<file path="config.mk">
export PLATFORM = sky130hd
export DESIGN_NAME = data_mem_ctrl_flat
export DESIGN_NICKNAME = d
export VERILOG_FILES = /design/src/rtl/data_mem_ctrl_if.sv /design/src/rtl/data_mem_ctrl.sv /design/src/flat_wrapper.sv
export SDC_FILE = /design/constraint.sdc
export NUM_CORES = 1
export LEC_CHECK = 0
export CAP_MARGIN = 15
export CORE_ASPECT_RATIO = 0.75
export CORE_MARGIN = 5
export CORE_UTILIZATION = 39
export DETAILED_ROUTE_END_ITERATION = 12
export MAX_ROUTING_LAYER = met4
export PLACE_DENSITY = 0.86
export SLEW_MARGIN = 20
export SYNTH_ARGS = -nofsm -noshare
export SYNTH_HDL_FRONTEND = slang
export SYNTH_SLANG_ARGS = --single-unit
export TNS_END_PERCENT = 50
</file>
<file path="constraint.sdc">
create_clock -name clk_i -period 2 [get_ports clk_i]
set_input_delay 0.2 -clock clk_i [delete_from_list [all_inputs] [get_ports clk_i]]
set_output_delay 0.2 -clock clk_i [all_outputs]
set_load 0.02 [all_outputs]
</file>
<file path="src/rtl/data_mem_ctrl_if.sv">
// data_mem_ctrl_if: core, debug and memory-side signals of the data memory controller
interface data_mem_ctrl_if #(
  parameter int AW = 10,
  parameter int DW = 32
);
  logic core_req_i, core_we_i;
  logic [31:0] core_addr_i;
  logic [2:0] core_funct3_i;
  logic [DW-1:0] core_wdata_i;
  logic core_gnt_o, core_rvalid_o, core_err_o;
  logic [DW-1:0] core_rdata_o;
  logic dbg_req_i, dbg_we_i;
  logic [AW-1:0] dbg_addr_i;
  logic [DW-1:0] dbg_wdata_i;
  logic dbg_gnt_o, dbg_rvalid_o;
  logic [DW-1:0] dbg_rdata_o;
  logic mem_we_o;
  logic [AW-1:0] mem_addr_o;
  logic [DW-1:0] mem_data_o, mem_data_i;
  modport slave (
    input core_req_i, core_we_i, core_addr_i, core_funct3_i, core_wdata_i,
    output core_gnt_o, core_rvalid_o, core_err_o, core_rdata_o,
    input dbg_req_i, dbg_we_i, dbg_addr_i, dbg_wdata_i,
    output dbg_gnt_o, dbg_rvalid_o, dbg_rdata_o,
    output mem_we_o, mem_addr_o, mem_data_o,
    input mem_data_i
  );
  modport master (
    output core_req_i, core_we_i, core_addr_i, core_funct3_i, core_wdata_i,
    input core_gnt_o, core_rvalid_o, core_err_o, core_rdata_o,
    output dbg_req_i, dbg_we_i, dbg_addr_i, dbg_wdata_i,
    input dbg_gnt_o, dbg_rvalid_o, dbg_rdata_o,
    input mem_we_o, mem_addr_o, mem_data_o,
    output mem_data_i
  );
endinterface

</file>
<file path="src/rtl/data_mem_ctrl.sv">
// data_mem_ctrl: round-robin core/debug data memory controller with sub-word RMW; DMEM_MISALIGN_TRAP_EN enables misalignment traps
module data_mem_ctrl #(
  parameter int MEM_SIZE = 1024,
  parameter int DATA_WIDTH = 32
) (
  input logic clk_i,
  input logic rst_ni,
  data_mem_ctrl_if.slave bus
);
  localparam int AW = $clog2(MEM_SIZE);
  typedef enum logic [1:0] {IDLE, LD_WAIT, RMW_WAIT} state_t;
  state_t state, state_n;
  logic last_dbg, port_q, uns_q, rv_q, g_core, g_dbg, grant, mis, one_cyc, we_now, ld_now, unused_ok;
  logic [1:0] sz_q, off_q, c_sz;
  logic [4:0] sh;
  logic [AW-1:0] addr_q, addr_n;
  logic [DATA_WIDTH-1:0] wdata_q, rdata_q, shifted, mask, ext;
  assign unused_ok = ^bus.core_addr_i[31:AW+2];
  // sizes: 0 byte, 1 half, 2 word; undefined funct3 codes fall into word
  assign c_sz = bus.core_funct3_i[1:0] == 2'd0 ? 2'd0 : bus.core_funct3_i[1:0] == 2'd1 ? 2'd1 : 2'd2;
  assign g_core = state == IDLE && rst_ni && bus.core_req_i && (!bus.dbg_req_i || last_dbg);
  assign g_dbg = state == IDLE && rst_ni && bus.dbg_req_i && !g_core;
  assign grant = g_core || g_dbg;
`ifdef DMEM_MISALIGN_TRAP_EN
  logic err_q;
  assign mis = (c_sz == 2'd1 && bus.core_addr_i[0]) || (c_sz == 2'd2 && bus.core_addr_i[1:0] != 2'd0);
  always_ff @(posedge clk_i or negedge rst_ni)
    if (!rst_ni) err_q <= 1'b0;
    else err_q <= g_core && mis;
  assign bus.core_err_o = bus.core_rvalid_o && err_q;
`else
  assign mis = 1'b0;
  assign bus.core_err_o = 1'b0;
`endif
  assign addr_n = g_dbg ? bus.dbg_addr_i : bus.core_addr_i[AW+1:2];
  assign we_now = g_dbg ? bus.dbg_we_i : bus.core_we_i && c_sz == 2'd2 && !mis;
  assign ld_now = g_dbg ? !bus.dbg_we_i : !bus.core_we_i && !mis;
  assign one_cyc = g_dbg ? bus.dbg_we_i : mis || (bus.core_we_i && c_sz == 2'd2);
  always_comb begin
    state_n = IDLE;
    if (state == IDLE && grant && !one_cyc) state_n = ld_now ? LD_WAIT : RMW_WAIT;
  end
  assign sh = sz_q == 2'd0 ? {off_q, 3'b0} : {off_q[1], 4'b0};
  assign shifted = bus.mem_data_i >> sh;
  assign mask = (sz_q == 2'd0 ? 32'hFF : 32'hFFFF) << sh;
  assign ext = sz_q == 2'd0 ? {{24{!uns_q && shifted[7]}}, shifted[7:0]} :
               sz_q == 2'd1 ? {{16{!uns_q && shifted[15]}}, shifted[15:0]} : bus.mem_data_i;
  assign bus.core_gnt_o = g_core;
  assign bus.dbg_gnt_o = g_dbg;
  assign bus.mem_we_o = (grant && we_now) || state == RMW_WAIT;
  assign bus.mem_addr_o = grant ? addr_n : addr_q;
  assign bus.mem_data_o = state == RMW_WAIT ? (bus.mem_data_i & ~mask) | ((wdata_q << sh) & mask) :
                          g_dbg ? bus.dbg_wdata_i : bus.core_wdata_i;
  assign bus.core_rvalid_o = rv_q && !port_q;
  assign bus.dbg_rvalid_o = rv_q && port_q;
  assign bus.core_rdata_o = bus.core_rvalid_o ? rdata_q : '0;
  assign bus.dbg_rdata_o = bus.dbg_rvalid_o ? rdata_q : '0;
  always_ff @(posedge clk_i or negedge rst_ni)
    if (!rst_ni) begin
      state <= IDLE;
      last_dbg <= 1'b1;
      port_q <= 1'b0;
      uns_q <= 1'b0;
      rv_q <= 1'b0;
      sz_q <= 2'd0;
      off_q <= 2'd0;
      addr_q <= '0;
      wdata_q <= '0;
      rdata_q <= '0;
    end else begin
      state <= state_n;
      rv_q <= state != IDLE || (grant && one_cyc);
      rdata_q <= state == LD_WAIT ? ext : '0;
      if (grant) begin
        last_dbg <= g_dbg;
        port_q <= g_dbg;
        addr_q <= addr_n;
        off_q <= g_dbg ? 2'd0 : bus.core_addr_i[1:0];
        sz_q <= g_dbg ? 2'd2 : c_sz;
        uns_q <= bus.core_funct3_i[2];
        wdata_q <= g_dbg ? bus.dbg_wdata_i : bus.core_wdata_i;
      end
    end
endmodule

</file>
<file path="src/flat_wrapper.sv">
// flat-port wrapper written by rule: the top's interface ports become plain ports
module data_mem_ctrl_flat 
#(
  parameter int MEM_SIZE = 1024,
  parameter int DATA_WIDTH = 32
)
  (clk_i, rst_ni, bus_core_req_i, bus_core_we_i, bus_core_addr_i, bus_core_funct3_i, bus_core_wdata_i, bus_core_gnt_o, bus_core_rvalid_o, bus_core_err_o, bus_core_rdata_o, bus_dbg_req_i, bus_dbg_we_i, bus_dbg_addr_i, bus_dbg_wdata_i, bus_dbg_gnt_o, bus_dbg_rvalid_o, bus_dbg_rdata_o, bus_mem_we_o, bus_mem_addr_o, bus_mem_data_o, bus_mem_data_i);
  data_mem_ctrl_if #(.AW(10), .DW(32)) bus_i ();
  input logic clk_i;
  input logic rst_ni;
  input wire logic [$bits(bus_i.core_req_i)-1:0] bus_core_req_i;
  input wire logic [$bits(bus_i.core_we_i)-1:0] bus_core_we_i;
  input wire logic [$bits(bus_i.core_addr_i)-1:0] bus_core_addr_i;
  input wire logic [$bits(bus_i.core_funct3_i)-1:0] bus_core_funct3_i;
  input wire logic [$bits(bus_i.core_wdata_i)-1:0] bus_core_wdata_i;
  output wire logic [$bits(bus_i.core_gnt_o)-1:0] bus_core_gnt_o;
  output wire logic [$bits(bus_i.core_rvalid_o)-1:0] bus_core_rvalid_o;
  output wire logic [$bits(bus_i.core_err_o)-1:0] bus_core_err_o;
  output wire logic [$bits(bus_i.core_rdata_o)-1:0] bus_core_rdata_o;
  input wire logic [$bits(bus_i.dbg_req_i)-1:0] bus_dbg_req_i;
  input wire logic [$bits(bus_i.dbg_we_i)-1:0] bus_dbg_we_i;
  input wire logic [$bits(bus_i.dbg_addr_i)-1:0] bus_dbg_addr_i;
  input wire logic [$bits(bus_i.dbg_wdata_i)-1:0] bus_dbg_wdata_i;
  output wire logic [$bits(bus_i.dbg_gnt_o)-1:0] bus_dbg_gnt_o;
  output wire logic [$bits(bus_i.dbg_rvalid_o)-1:0] bus_dbg_rvalid_o;
  output wire logic [$bits(bus_i.dbg_rdata_o)-1:0] bus_dbg_rdata_o;
  output wire logic [$bits(bus_i.mem_we_o)-1:0] bus_mem_we_o;
  output wire logic [$bits(bus_i.mem_addr_o)-1:0] bus_mem_addr_o;
  output wire logic [$bits(bus_i.mem_data_o)-1:0] bus_mem_data_o;
  input wire logic [$bits(bus_i.mem_data_i)-1:0] bus_mem_data_i;
  assign bus_i.core_req_i = bus_core_req_i;
  assign bus_i.core_we_i = bus_core_we_i;
  assign bus_i.core_addr_i = bus_core_addr_i;
  assign bus_i.core_funct3_i = bus_core_funct3_i;
  assign bus_i.core_wdata_i = bus_core_wdata_i;
  assign bus_core_gnt_o = bus_i.core_gnt_o;
  assign bus_core_rvalid_o = bus_i.core_rvalid_o;
  assign bus_core_err_o = bus_i.core_err_o;
  assign bus_core_rdata_o = bus_i.core_rdata_o;
  assign bus_i.dbg_req_i = bus_dbg_req_i;
  assign bus_i.dbg_we_i = bus_dbg_we_i;
  assign bus_i.dbg_addr_i = bus_dbg_addr_i;
  assign bus_i.dbg_wdata_i = bus_dbg_wdata_i;
  assign bus_dbg_gnt_o = bus_i.dbg_gnt_o;
  assign bus_dbg_rvalid_o = bus_i.dbg_rvalid_o;
  assign bus_dbg_rdata_o = bus_i.dbg_rdata_o;
  assign bus_mem_we_o = bus_i.mem_we_o;
  assign bus_mem_addr_o = bus_i.mem_addr_o;
  assign bus_mem_data_o = bus_i.mem_data_o;
  assign bus_i.mem_data_i = bus_mem_data_i;
  data_mem_ctrl #(.MEM_SIZE(MEM_SIZE), .DATA_WIDTH(DATA_WIDTH)) u_core (.clk_i(clk_i), .rst_ni(rst_ni), .bus(bus_i));
endmodule
</file>
==> metrics.txt, run 1 <==
run status=finished with violations; violated checks=negative setup slack; switching power=about 2.2 mW; Yosys top cell by area=dfrtp_1; clock latency on the worst-skew pair=0.35 ns; Die Outline Area=roughly 0.014 mm2; Final Slew Violations=0; Die Wd=approximately 130 um; count of buffers inserted at the top-level ports=237; GP Congestion=just under 1; vias=roughly 6000; share of layout cells above drive strength 1=32.7%; Starting Density=40.4%; number of fillers in the final layout=approximately 650; number of nets in the layout=1011; hold crit path type=in -> async; commonest cells after routing, fill and taps aside=142 x clkdlybuf4s50_1, 138 x buf_4, 64 x dfrtp_1, 63 x nand2_1, 42 x and3_1; Syn Area/Cell=8.53 um2; hold slack final=between 0.08 and 0.09 ns; initial antenna violation count=0; P_int=a little under 4 mW; detailed-route wire length per cell=approximately 22 um; peak ir drop on the vdd network=~0.54 mV; first-pass iteration count of the detailed router=5; Final Critical Period=approximately 2.4 ns; wire length of the first global-routing pass=between 30 and 40 mm; clock share of power=a little over a quarter; setup violators final=44; timing startpoint of the critical path=u_core.sz_q[1]; post-detailed-route count of antenna-violating nets=0; die height=roughly 100 um; maximum clock skew at final layout=approximately 0.012 ns; slew at the pin closest to its max-slew limit=between 0.8 and 0.9 ns; clock-pin slew on the worst setup and hold paths=about 0.060 ns; area of the core=between 0.01 and 0.015 mm2; final worst-path setup slack=-0.445 ns; total of hold buffers inserted after clock tree synthesis=0; share of power burned in combinational logic=between 40 and 50%; total count of hold-check failures in the final report=0; pin count of the biggest net entering global routing=69; maxcap violations=0; Critical Path AT=2.24 ns; crit path max fanout=13; number of distinct standard cells referenced by the synthesized netlist=45; power density cells=698 mW/mm2; fraction of the yosys area taken by sequential cells=between 30% and 40%; register share of total power=approximately 29%; Syn Inst Count=between 500 and 600; Max-Slew Margin vs Limit=around two fifths; count of yosys warnings during synthesis=0; detailed router's first-iteration violation count=approximately 710; final design utilization=between 70% and 80%; grt ovf=0; number of global-route vias before repair=roughly 5700; H-Tree Depth=3; aggregate global-route resource usage=between 20% and 30%; TritonCTS clock tree=yes; area added between synthesis and finish=93.7%; nature of the critical path endpoint=output pin; biggest area contributors in the synthesized netlist=dfrtp_1 38%, mux2i_1 7.4%, and3_1 6.0%; most frequent standard cell in the layout excluding fill and tap cells=clkdlybuf4s50_1; count of inserted antenna diode cells=0; Max Clk Rate=slightly above 0.4 GHz; Switching Share=a little over a third; unrepaired setup endpoints after global routing=true; worst-case setup slack after placement=-0.644 ns; Row Count=33; CP Data Required Time=1.80 ns; Total Wirelength=between 20 and 25 mm; fraction of synthesized cell area taken by the top area cell type=37.5%; Post-Syn Nets=between 600 and 700; total clock sinks=68; nature of the critical path startpoint=flop; vias per std cell=slightly below 6; leakage power figure=about 4.5 nW; combined area of all synthesized cells=roughly 0.0045 mm2; startpoint of the lowest-slack register-to-register path=u_core.last_dbg; DRC violations left=0; I/O pin count=around 260; Period Utilization, post-route=122%; cell chosen for the clock root=clkbuf_16; clk buf depth=2; CP Class=reg -> out; setup tns final=-9.50 ns; final HPWL from detailed placement=15.2 mm; clock buffers created by TritonCTS=9; total of flip-flops plus latches after synthesis=approximately 70; Design Power=between 6 and 7 mW
-- routing by layer --
| layer | share of wire (%) | track usage [%] | up-vias | wire length [um] |
|---|---|---|---|---|
| met3 | 9.9 | 6.49 | 113 | 2220 |
| met5 | 0 | - | - | 0 |
| met2 | 49 | 51.2 | 462 | 11000 |
| met4 | 4.3 | 9.88 | 0 | 955 |
| li1 | - | - | 2602 | - |
| met1 | 37 | 34.4 | 2844 | 8300 |
-- power by group through the flow --
stage	Combinational, mW	Clock (mW)	Sequential, mW
after global routing	2.83	1.69	1.75
final	2.68	1.62	1.74
after CTS	2.33	1.60	1.71
after floorplan	1.04	0	1.67
after detailed placement	2.12	0	1.71
after global placement	2.07	0	1.70
-- worst max-delay path, stage by stage, from the launching register on --
cell and delay [ns]:
dfrtp_2 0.48, nor3b_4 0.36, nor2_4 0.15, buf_4 0.19, nor3_1 0.44, a221oi_2 0.08
buf_4 0.20
-- layout make-up --
type	instances	area (um2)	share of cell area [%]
multi-input cells	389	2850	32.9
clock buffers	9	225	2.60
well taps	140	175	2.02
flip-flops and latches	68	1710	19.7
clock inverters	7	75.1	0.867
inverters	18	70.1	0.809
repair buffers	378	3550	41.1
-- per-stage QoR --
stage	instances	instance area, um2
6_report	1009	8660
5_1_grt	1009	8660
4_1_cts	993	8160
3_5_place_dp	953	7610
3_3_place_gp	953	7610
2_1_floorplan	524	4470
-- timing repair --
action | CTS | global route
buffers inserted | 23 | 19
cloned | 1 | 2
pin swaps | 25 | 24
hold endpoints to repair | 0 | 0
resized for setup | 318 | 96
setup endpoints to repair | 94 | 100
-- Yosys cell counts, drive strengths merged --
| cell type | number |
|---|---|
| a211o | 1 |
| a211oi | 9 |
| a21boi | 1 |
| a21oi | 24 |
| a221o | 4 |
| a221oi | 14 |
| a222oi | 10 |
| a22o | 2 |
| a22oi | 2 |
| a31o | 1 |
| a31oi | 21 |
| and2 | 33 |
| and3 | 43 |
| buf | 26 |
| clkbuf | 23 |
| clkinv | 2 |
| conb | 1 |
| dfrtp | 67 |
| dfstp | 1 |
| inv | 16 |
| mux2i | 33 |
| nand2 | 64 |
| nand2b | 4 |
| nand3 | 1 |
| nor2 | 42 |
| nor2b | 2 |
| nor3 | 24 |
| nor3b | 2 |
| o211ai | 1 |
| o21a | 1 |
| o21ai | 22 |
| o221a | 3 |
| o2bb2ai | 8 |
| o32ai | 8 |
| or4b | 8 |
-- worst paths after layout --
kind                                     end  slack (ns)  depth (start not counted)
max                        bus_mem_data_o[4]       -0.44                          6
min                        u_core.wdata_q[1]        0.09                          2
max reg2reg                 u_core.addr_q[3]       -0.10                         10
min reg2reg                     u_core.uns_q        0.57                          2
max in group asynchronous     u_core.sz_q[1]        1.31                          2
min in group clk_i              u_core.uns_q        0.41                          3
-- state kept, by name, summed over array words and instances (netlist names) --
signal,flops
u_core.sz_q,2
u_core.wdata_q,16
u_core.state,2
u_core.rdata_q,32
u_core.rv_q,1
u_core.addr_q,10
u_core.last_dbg,1
u_core.off_q,2
u_core.uns_q,1
u_core.port_q,1
-- logic make-up (layout without fill, tap and decap cells) --
family                 count (synthesis)  after routing  synth area share [%]
buffers and inverters                 67            412                  7.03
flip-flops                            68             68                  38.1
AND/OR/NAND/NOR                      223            223                  26.4
other                                  1              1                0.0839
multiplexers                          33             33                  7.39
AO/OA/AOI/OAI                        132            132                  21.0
No activity file was read; power rests on OpenSTA's default activity.
==> run 2: changes to the inputs <==
--- a/config.mk
+++ b/config.mk
@@ -14,2 +14,3 @@
 export PLACE_DENSITY = 0.86
+export RECOVER_POWER = 25
 export SLEW_MARGIN = 20
==> constraint.sdc (replaced) <==
create_clock -name clk_i -period 2 [get_ports clk_i]
set_input_delay 0.5 -clock clk_i [delete_from_list [all_inputs] [get_ports clk_i]]
set_output_delay 0.5 -clock clk_i [all_outputs]
set_load 0.02 [all_outputs]
==> run 2 against run 1 <==
  * The flow finishes with violations (max-capacitance violations, max-slew violations, negative setup slack)
  * Clock power grew 9%
  * Sequential power about the same
  * Worst hold slack improved by 0.43 ns
  * Final cell count rose by 2.8%
  * Via count grew 2.1%
  * Setup slack worse by 0.20 ns
  * Sequential share of layout area is 1.1 points lower
  * Critical endpoint is now bus_mem_addr_o[6]
  * Largest power group unchanged
  * Highest routed layer unchanged
==> metrics.txt, run 2 (same netlist as run 1, synthesis figures left out) <==
unrepaired setup endpoints after global routing=true (unchanged); cell-by-cell trace of the critical path=nor3b_4 > buf_6 > o21ai_4 > buf_12 > buf_8 > a222oi_1 > inv_1 > buf_2 (was nor3b_4 > nor2_4 > buf_4 > nor3_1 > a221oi_2 > buf_4); DRC violations left=0 (unchanged); area of the core=0.0111 mm2 (unchanged); H-Tree Depth=3 (unchanged); startpoint of the lowest-slack register-to-register path=u_core.off_q[0] (was u_core.last_dbg); I/O pin count=259 (unchanged); detailed-route wire length per cell=23.5 um (was 22.3 um); GP Congestion=1.01 (was 0.976); Period Utilization, post-route=132% (was 122%); aggregate global-route resource usage=30.2% (was 29.5%); timing startpoint of the critical path=u_core.state[0] (was u_core.sz_q[1]); clock latency on the worst-skew pair=0.34 ns (was 0.35 ns); number of nets in the layout=1038 (was 1011); Max Clk Rate=0.378 GHz (was 0.409 GHz); Die Outline Area=0.0137 mm2 (unchanged); clk buf depth=2 (unchanged); violated checks=max-capacitance violations, max-slew violations, negative setup slack (was negative setup slack); final design utilization=83.1% (was 78.2%); Critical Path Slowest Stage Cell=dfrtp_1 (was dfrtp_2); detailed router's first-iteration violation count=747 (was 712); commonest cells after routing, fill and taps aside=146 x buf_4, 122 x clkdlybuf4s50_1, 63 x dfrtp_1, 60 x nand2_1, 44 x buf_2 (was 142 x clkdlybuf4s50_1, 138 x buf_4, 64 x dfrtp_1, 63 x nand2_1, 42 x and3_1); total clock sinks=68 (unchanged); largest stage delay on the critical path=0.41 ns (was 0.48 ns); TritonCTS clock tree=yes (unchanged); Final Critical Period=2.64 ns (was 2.44 ns); slew at the pin closest to its max-slew limit=1.67 ns (was 0.871 ns); pin count of the biggest net entering global routing=69 (unchanged); vias=6150 (was 6021); maxcap violations=1 (was 0); vias per std cell=5.93 (was 5.97); Max-Slew Margin vs Limit=-11.5% (was 41.9%); post-route non-filler standard cell count=1037 (was 1009); post-detailed-route count of antenna-violating nets=0 (unchanged); initial antenna violation count=1 (was 0); largest registers ranked by flip-flop count=u_core.rdata_q: 32 flops, u_core.wdata_q: 16 flops, u_core.addr_q: 10 flops (unchanged); Total Wirelength=24.4 mm (was 22.5 mm); Starting Density=40.4% (unchanged); peak ir drop on the vdd network=0.598 mV (was 0.544 mV); area added between synthesis and finish=106% (was 93.7%); run status=finished with violations (unchanged); clock buffers created by TritonCTS=9 (unchanged); beginning of the worst hold path=u_core.addr_q[3]; Row Count=33 (unchanged); nature of the critical path startpoint=flop (unchanged); grt ovf=0 (unchanged); crit path max fanout=7 (was 13); total placed cells including tap cells=983 (was 953); final HPWL from detailed placement=15.8 mm (was 15.2 mm); total of hold buffers inserted after clock tree synthesis=0 (unchanged); most frequent standard cell in the layout excluding fill and tap cells=buf_4 (was clkdlybuf4s50_1); power density cells=700 mW/mm2 (was 698 mW/mm2); nature of the critical path endpoint=output pin (unchanged); count of buffers inserted at the top-level ports=237 (unchanged); wire length of the first global-routing pass=31.1 mm (was 30.8 mm); flip-flop count of the largest register, all copies and words added=32 (unchanged); leakage power figure=4.34 nW (was 4.47 nW); setup violators final=67 (was 44); Critical Path AT=2.14 ns (was 2.24 ns); first-pass iteration count of the detailed router=7 (was 5); cell chosen for the clock root=clkbuf_16 (unchanged); CP Class=reg -> out (unchanged); setup tns final=-23.78 ns (was -9.50 ns); share of layout cells above drive strength 1=45.3% (was 32.7%); CP Data Required Time=1.50 ns (was 1.80 ns); die height=103 um (unchanged); clock-pin slew on the worst setup and hold paths=0.05 ns (was 0.06 ns); Die Wd=134 um (unchanged); Final Slew Violations=69 (was 0); total count of hold-check failures in the final report=0 (unchanged); final worst-path setup slack=-0.645 ns (was -0.445 ns); number of global-route vias before repair=5813 (was 5708); hold crit path type=reg -> reg (was in -> async); maximum clock skew at final layout=0.00951 ns (was 0.0118 ns); register with the most flip-flops=u_core.rdata_q (unchanged)
==> run 2: area by class of cell <==
class / instances / area [um2]
antenna: 1 / 2.50
clock buffer: 12 / 256
clock inverter: 4 / 72.6
fill: 599 / 1880
inverter: 18 / 71.3
multi-input combinational: 390 / 3270
sequential: 68 / 1710
tap: 140 / 175
timing repair buffer: 404 / 3630
==> run 2: power by group <==
part	total (mW)	internal [mW]	switching, mW
clock network	1.76	1.16	0.600
logic	2.93	1.40	1.53
registers	1.75	1.58	0.178
total	6.44	4.13	2.30
==> run 2: critical path: cells and delay by family (launching register included) <==
kind	cells	cell delay [ns]
AO/OA/AOI/OAI	2	0.44
buffers and inverters	5	0.71
flip-flops	1	0.41
AND/OR/NAND/NOR	1	0.25
==> run 2: final timing paths <==
check                                          end  slack (ns)  cells after the start
min in group asynchronous         u_core.addr_q[8]        0.76                      2
worst max register to register  u_core.rdata_q[15]       -0.13                      8
worst min register to register    u_core.addr_q[3]        0.52                      2
worst max-delay path             bus_mem_addr_o[6]       -0.64                      8
max in group asynchronous           u_core.sz_q[1]        0.13                      2
worst min-delay path              u_core.addr_q[3]        0.52                      2
==> run 2: what timing repair did <==
action / in CTS / in global routing
pin swaps: 22 / 23
gates cloned: 2 / 4
gates resized for setup: 461 / 122
endpoints found under the setup margin: 119 / 119
setup buffers: 12 / 22
==> run 2: routing by layer <==
metal | GRT usage (%) | share of wire [%] | vias to the layer above
li1 | - | - | 2652
met1 | 35.1 | 36 | 2925
met2 | 53.0 | 49 | 460
met3 | 7.32 | 9.7 | 113
met4 | 8.14 | 4.9 | 0
met5 | - | 0 | -
==> run 2: stage by stage <==
step | power [mW] | setup WS, ns | cell area, um2 | hold slack, ns
3_5_place_dp | 4.06 | -1.07 | 8190 | 0.498
2_1_floorplan | 2.85 | -0.0972 | 4830 | 0.204
6_report | 6.44 | -0.645 | 9190 | 0.517
5_1_grt | 6.65 | -0.735 | 9190 | 0.535
3_3_place_gp | 3.99 | -1.03 | 8190 | 0.480
4_1_cts | 5.98 | -0.557 | 8660 | 0.442
==> run 3: changes to the inputs <==
Settings changed: GPL_ROUTABILITY_DRIVEN set to 0, MAX_ROUTING_LAYER met4 to not set, TNS_END_PERCENT 50 to 30.
==> run 3 against run 2 <==
  * The run ends with negative setup slack left
  * Wire length is 11% lower
  * Largest cell class unchanged
  * Clock power shrank 12%
  * Critical endpoint is now bus_mem_data_o[4]
  * Largest power group unchanged
  * Die area is the same
  * Via count fell by 3.7%
==> metrics.txt, run 3 (same netlist as run 1, synthesis figures left out) <==
Design Power=6.05 mW (was 6.44 mW); Starting Density=40.4% (unchanged); clock latency on the worst-skew pair=0.33 ns (was 0.34 ns); TritonCTS clock tree=yes (unchanged); clock buffers created by TritonCTS=9 (unchanged); largest stage delay on the critical path=0.47 ns (was 0.41 ns); run status=finished with violations (unchanged); DRC violations left=0 (unchanged); grt ovf=0 (unchanged); maxcap violations=0 (was 1); share of layout cells above drive strength 1=40.6% (was 45.3%); Final Slew Violations=0 (was 69); largest registers ranked by flip-flop count=u_core.rdata_q: 32 flops, u_core.wdata_q: 16 flops, u_core.addr_q: 10 flops (unchanged); vias per std cell=5.87 (was 5.93); area added between synthesis and finish=102% (was 106%); unrepaired setup endpoints after global routing=true (unchanged); maximum clock skew at final layout=0.00640 ns (was 0.00951 ns); Crit Reg-Reg Endpoint=u_core.rdata_q[6] (was u_core.rdata_q[15]); startpoint of the lowest-slack register-to-register path=u_core.sz_q[0] (was u_core.off_q[0]); register with the most flip-flops=u_core.rdata_q (unchanged); Critical Path Slowest Stage Cell=dfrtp_2 (was dfrtp_1); clock-pin slew on the worst setup and hold paths=0.05 ns (about the same); Layout Cell Area excl Fill=0.00901 mm2 (was 0.00919 mm2); Max Clk Rate=0.379 GHz (was 0.378 GHz); count of inserted antenna diode cells=0 (was 1); post-detailed-route count of antenna-violating nets=0 (unchanged); Max-Slew Margin vs Limit=1.83% (was -11.5%); detailed router's first-iteration violation count=537 (was 747); vias=5921 (was 6150); Row Count=33 (unchanged); clk buf depth=2 (unchanged); setup tns final=-22.11 ns (was -23.78 ns); leakage power figure=4.20 nW (was 4.34 nW); grt met2 use=49.6% (was 53.0%); number of nets in the layout=1013 (was 1038); number of cells traversed by the worst register-to-register path=6 (was 8); wire length of the first global-routing pass=30.9 mm (was 31.1 mm); flip-flop count of the largest register, all copies and words added=32 (unchanged); commonest cells after routing, fill and taps aside=136 x buf_4, 123 x clkdlybuf4s50_1, 63 x dfrtp_1, 61 x nand2_1 (was 146 x buf_4, 122 x clkdlybuf4s50_1, 63 x dfrtp_1, 60 x nand2_1, 44 x buf_2); slew at the pin closest to its max-slew limit=1.47 ns (was 1.67 ns); final worst-path setup slack=-0.638 ns (was -0.645 ns); total count of hold-check failures in the final report=0 (unchanged); hold crit path type=reg -> reg (unchanged); CP Class=reg -> out (unchanged); Hold Path Cell Cnt=2 (unchanged); library cell appearing most often on the critical path=buf_6; Die Wd=134 um (unchanged); detailed-route wire length per cell=21.6 um (was 23.5 um); nature of the critical path startpoint=flop (unchanged); I/O pin count=259 (unchanged); aggregate global-route resource usage=28.6% (was 30.2%); setup violators final=70 (was 67); CP Data Required Time=1.50 ns (about the same); count of buffers inserted at the top-level ports=237 (unchanged); initial antenna violation count=0 (was 1); R2R Setup Slk=0.04 ns (was -0.13 ns); total clock sinks=68 (unchanged); nature of the critical path endpoint=output pin (unchanged); violated checks=negative setup slack (was max-capacitance violations, max-slew violations, negative setup slack); met1 global-route usage=33.6% (was 35.1%); beginning of the worst hold path=u_core.last_dbg (was u_core.addr_q[3]); Critical Path AT=2.14 ns (about the same); Worst Hold Path EP=u_core.last_dbg (was u_core.addr_q[3]); Period Utilization, post-route=132% (about the same); met3 GRT Util=8.39% (was 7.32%); area of the core=0.0111 mm2 (unchanged); number of global-route vias before repair=5864 (was 5813); H-Tree Depth=3 (unchanged); power density cells=672 mW/mm2 (was 700 mW/mm2); Total Wirelength=21.8 mm (was 24.4 mm); most frequent standard cell in the layout excluding fill and tap cells=buf_4 (unchanged); placed cell areas=0.00793 mm2 (was 0.00819 mm2); pin count of the biggest net entering global routing=69 (unchanged); peak ir drop on the vdd network=0.573 mV (was 0.598 mV); final HPWL from detailed placement=15.3 mm (was 15.8 mm); crit path max fanout=8 (was 7); routing layer with the top usage in global route=met2 (unchanged); first-pass iteration count of the detailed router=7 (unchanged); cell chosen for the clock root=clkbuf_16 (unchanged); cell-by-cell trace of the critical path=buf_6 > nor3b_4 > nor2_4 > buf_12 > nor3_1 > a221oi_4 > buf_6 (was nor3b_4 > buf_6 > o21ai_4 > buf_12 > buf_8 > a222oi_1 > inv_1 > buf_2); Die Outline Area=0.0137 mm2 (unchanged); Final Critical Period=2.64 ns (about the same); die height=103 um (unchanged); number of fillers in the final layout=607 (was 599)
==> run 3: changes by cell type in the layout (fill, tap and decap cells not counted), sizes merged <==
cell           previous run  this run
dlymetal6s2s              1         0
bufbuf                    0         1
buf                     240       191
clkbuf                   26        17
clkdlybuf4s15            24        38
diode                     1         0
clkinvlp                  1         0
dlygate4sd2               3        20
bufinv                    2         1
clkdlybuf4s50           122       123
nor2                     42        43
==> run 3: worst max path at each step <==
| stage | from | endpoint | slack [ns] | cells after the start |
|---|---|---|---|---|
| 3_5_place_dp | bus_dbg_req_i | bus_mem_data_o[16] | -1.10 | 7 |
| 6_report | u_core.sz_q[0] | bus_mem_data_o[4] | -0.64 | 7 |
| 4_1_cts | u_core.state[1] | bus_mem_data_o[16] | -0.58 | 6 |
| 3_3_place_gp | bus_dbg_req_i | bus_mem_data_o[6] | -1.03 | 7 |
| 2_1_floorplan | rst_ni | bus_mem_data_o[25] | -0.1 | 5 |
| 5_1_grt | u_core.state[0] | bus_mem_data_o[24] | -0.68 | 8 |
==> run 3: where the power goes <==
| part | internal (mW) | total [mW] | switching (mW) |
|---|---|---|---|
| Clock | 1.02 | 1.55 | 0.535 |
| Combinational | 1.34 | 2.76 | 1.42 |
| Sequential | 1.58 | 1.74 | 0.165 |
| Total | 3.93 | 6.05 | 2.13 |
==> run 3: metal layers <==
| layer | vias up | routed length [um] |
|---|---|---|
| met5 | - | 0 |
| met1 | 2754 | 8150 |
| li1 | 2618 | - |
| met3 | 101 | 2220 |
| met2 | 448 | 10400 |
| met4 | 0 | 1070 |
==> run 3: critical path, delay by kind of cell, from the launching register on <==
| kind | cells | cell delay, ns |
|---|---|---|
| AOI/OAI and AO/OA | 1 | 0.07 |
| and+or+nand+nor | 3 | 0.78 |
| DFF | 1 | 0.47 |
| buffers and inverters | 3 | 0.48 |
==> run 3: layout make-up <==
| class | count | area, um2 | area share (%) |
|---|---|---|---|
| timing repair buffer | 378 | 3540 | 39.3 |
| sequential | 68 | 1710 | 18.9 |
| clock inverter | 2 | 35.0 | 0.389 |
| clock buffer | 12 | 256 | 2.85 |
| multi-input combinational | 391 | 3230 | 35.8 |
| inverter | 18 | 70.1 | 0.777 |
| tap | 140 | 175 | 1.94 |
==> run 3: repair_timing <==
item / CTS / global route
pin swaps: 28 / 20
endpoints found under the setup margin: 111 / 102
cloned: 6 / 0
hold buffers: 0 / 0
gates resized for setup: 432 / 68
setup buffers: 13 / 16
==> run 3: per-stage QoR <==
| stage | hold WS [ns] | worst slack, ns | std cells | utilization [%] |
|---|---|---|---|---|
| 2_1_floorplan | 0.204 | -0.0972 | 524 | - |
| 3_3_place_gp | 0.460 | -1.03 | 961 | 71.7 |
| 3_5_place_dp | 0.474 | -1.10 | 961 | 71.7 |
| 4_1_cts | 0.461 | -0.584 | 994 | 78.1 |
| 5_1_grt | 0.534 | -0.681 | 1009 | 81.5 |
| 6_report | 0.500 | -0.638 | 1009 | 81.5 |
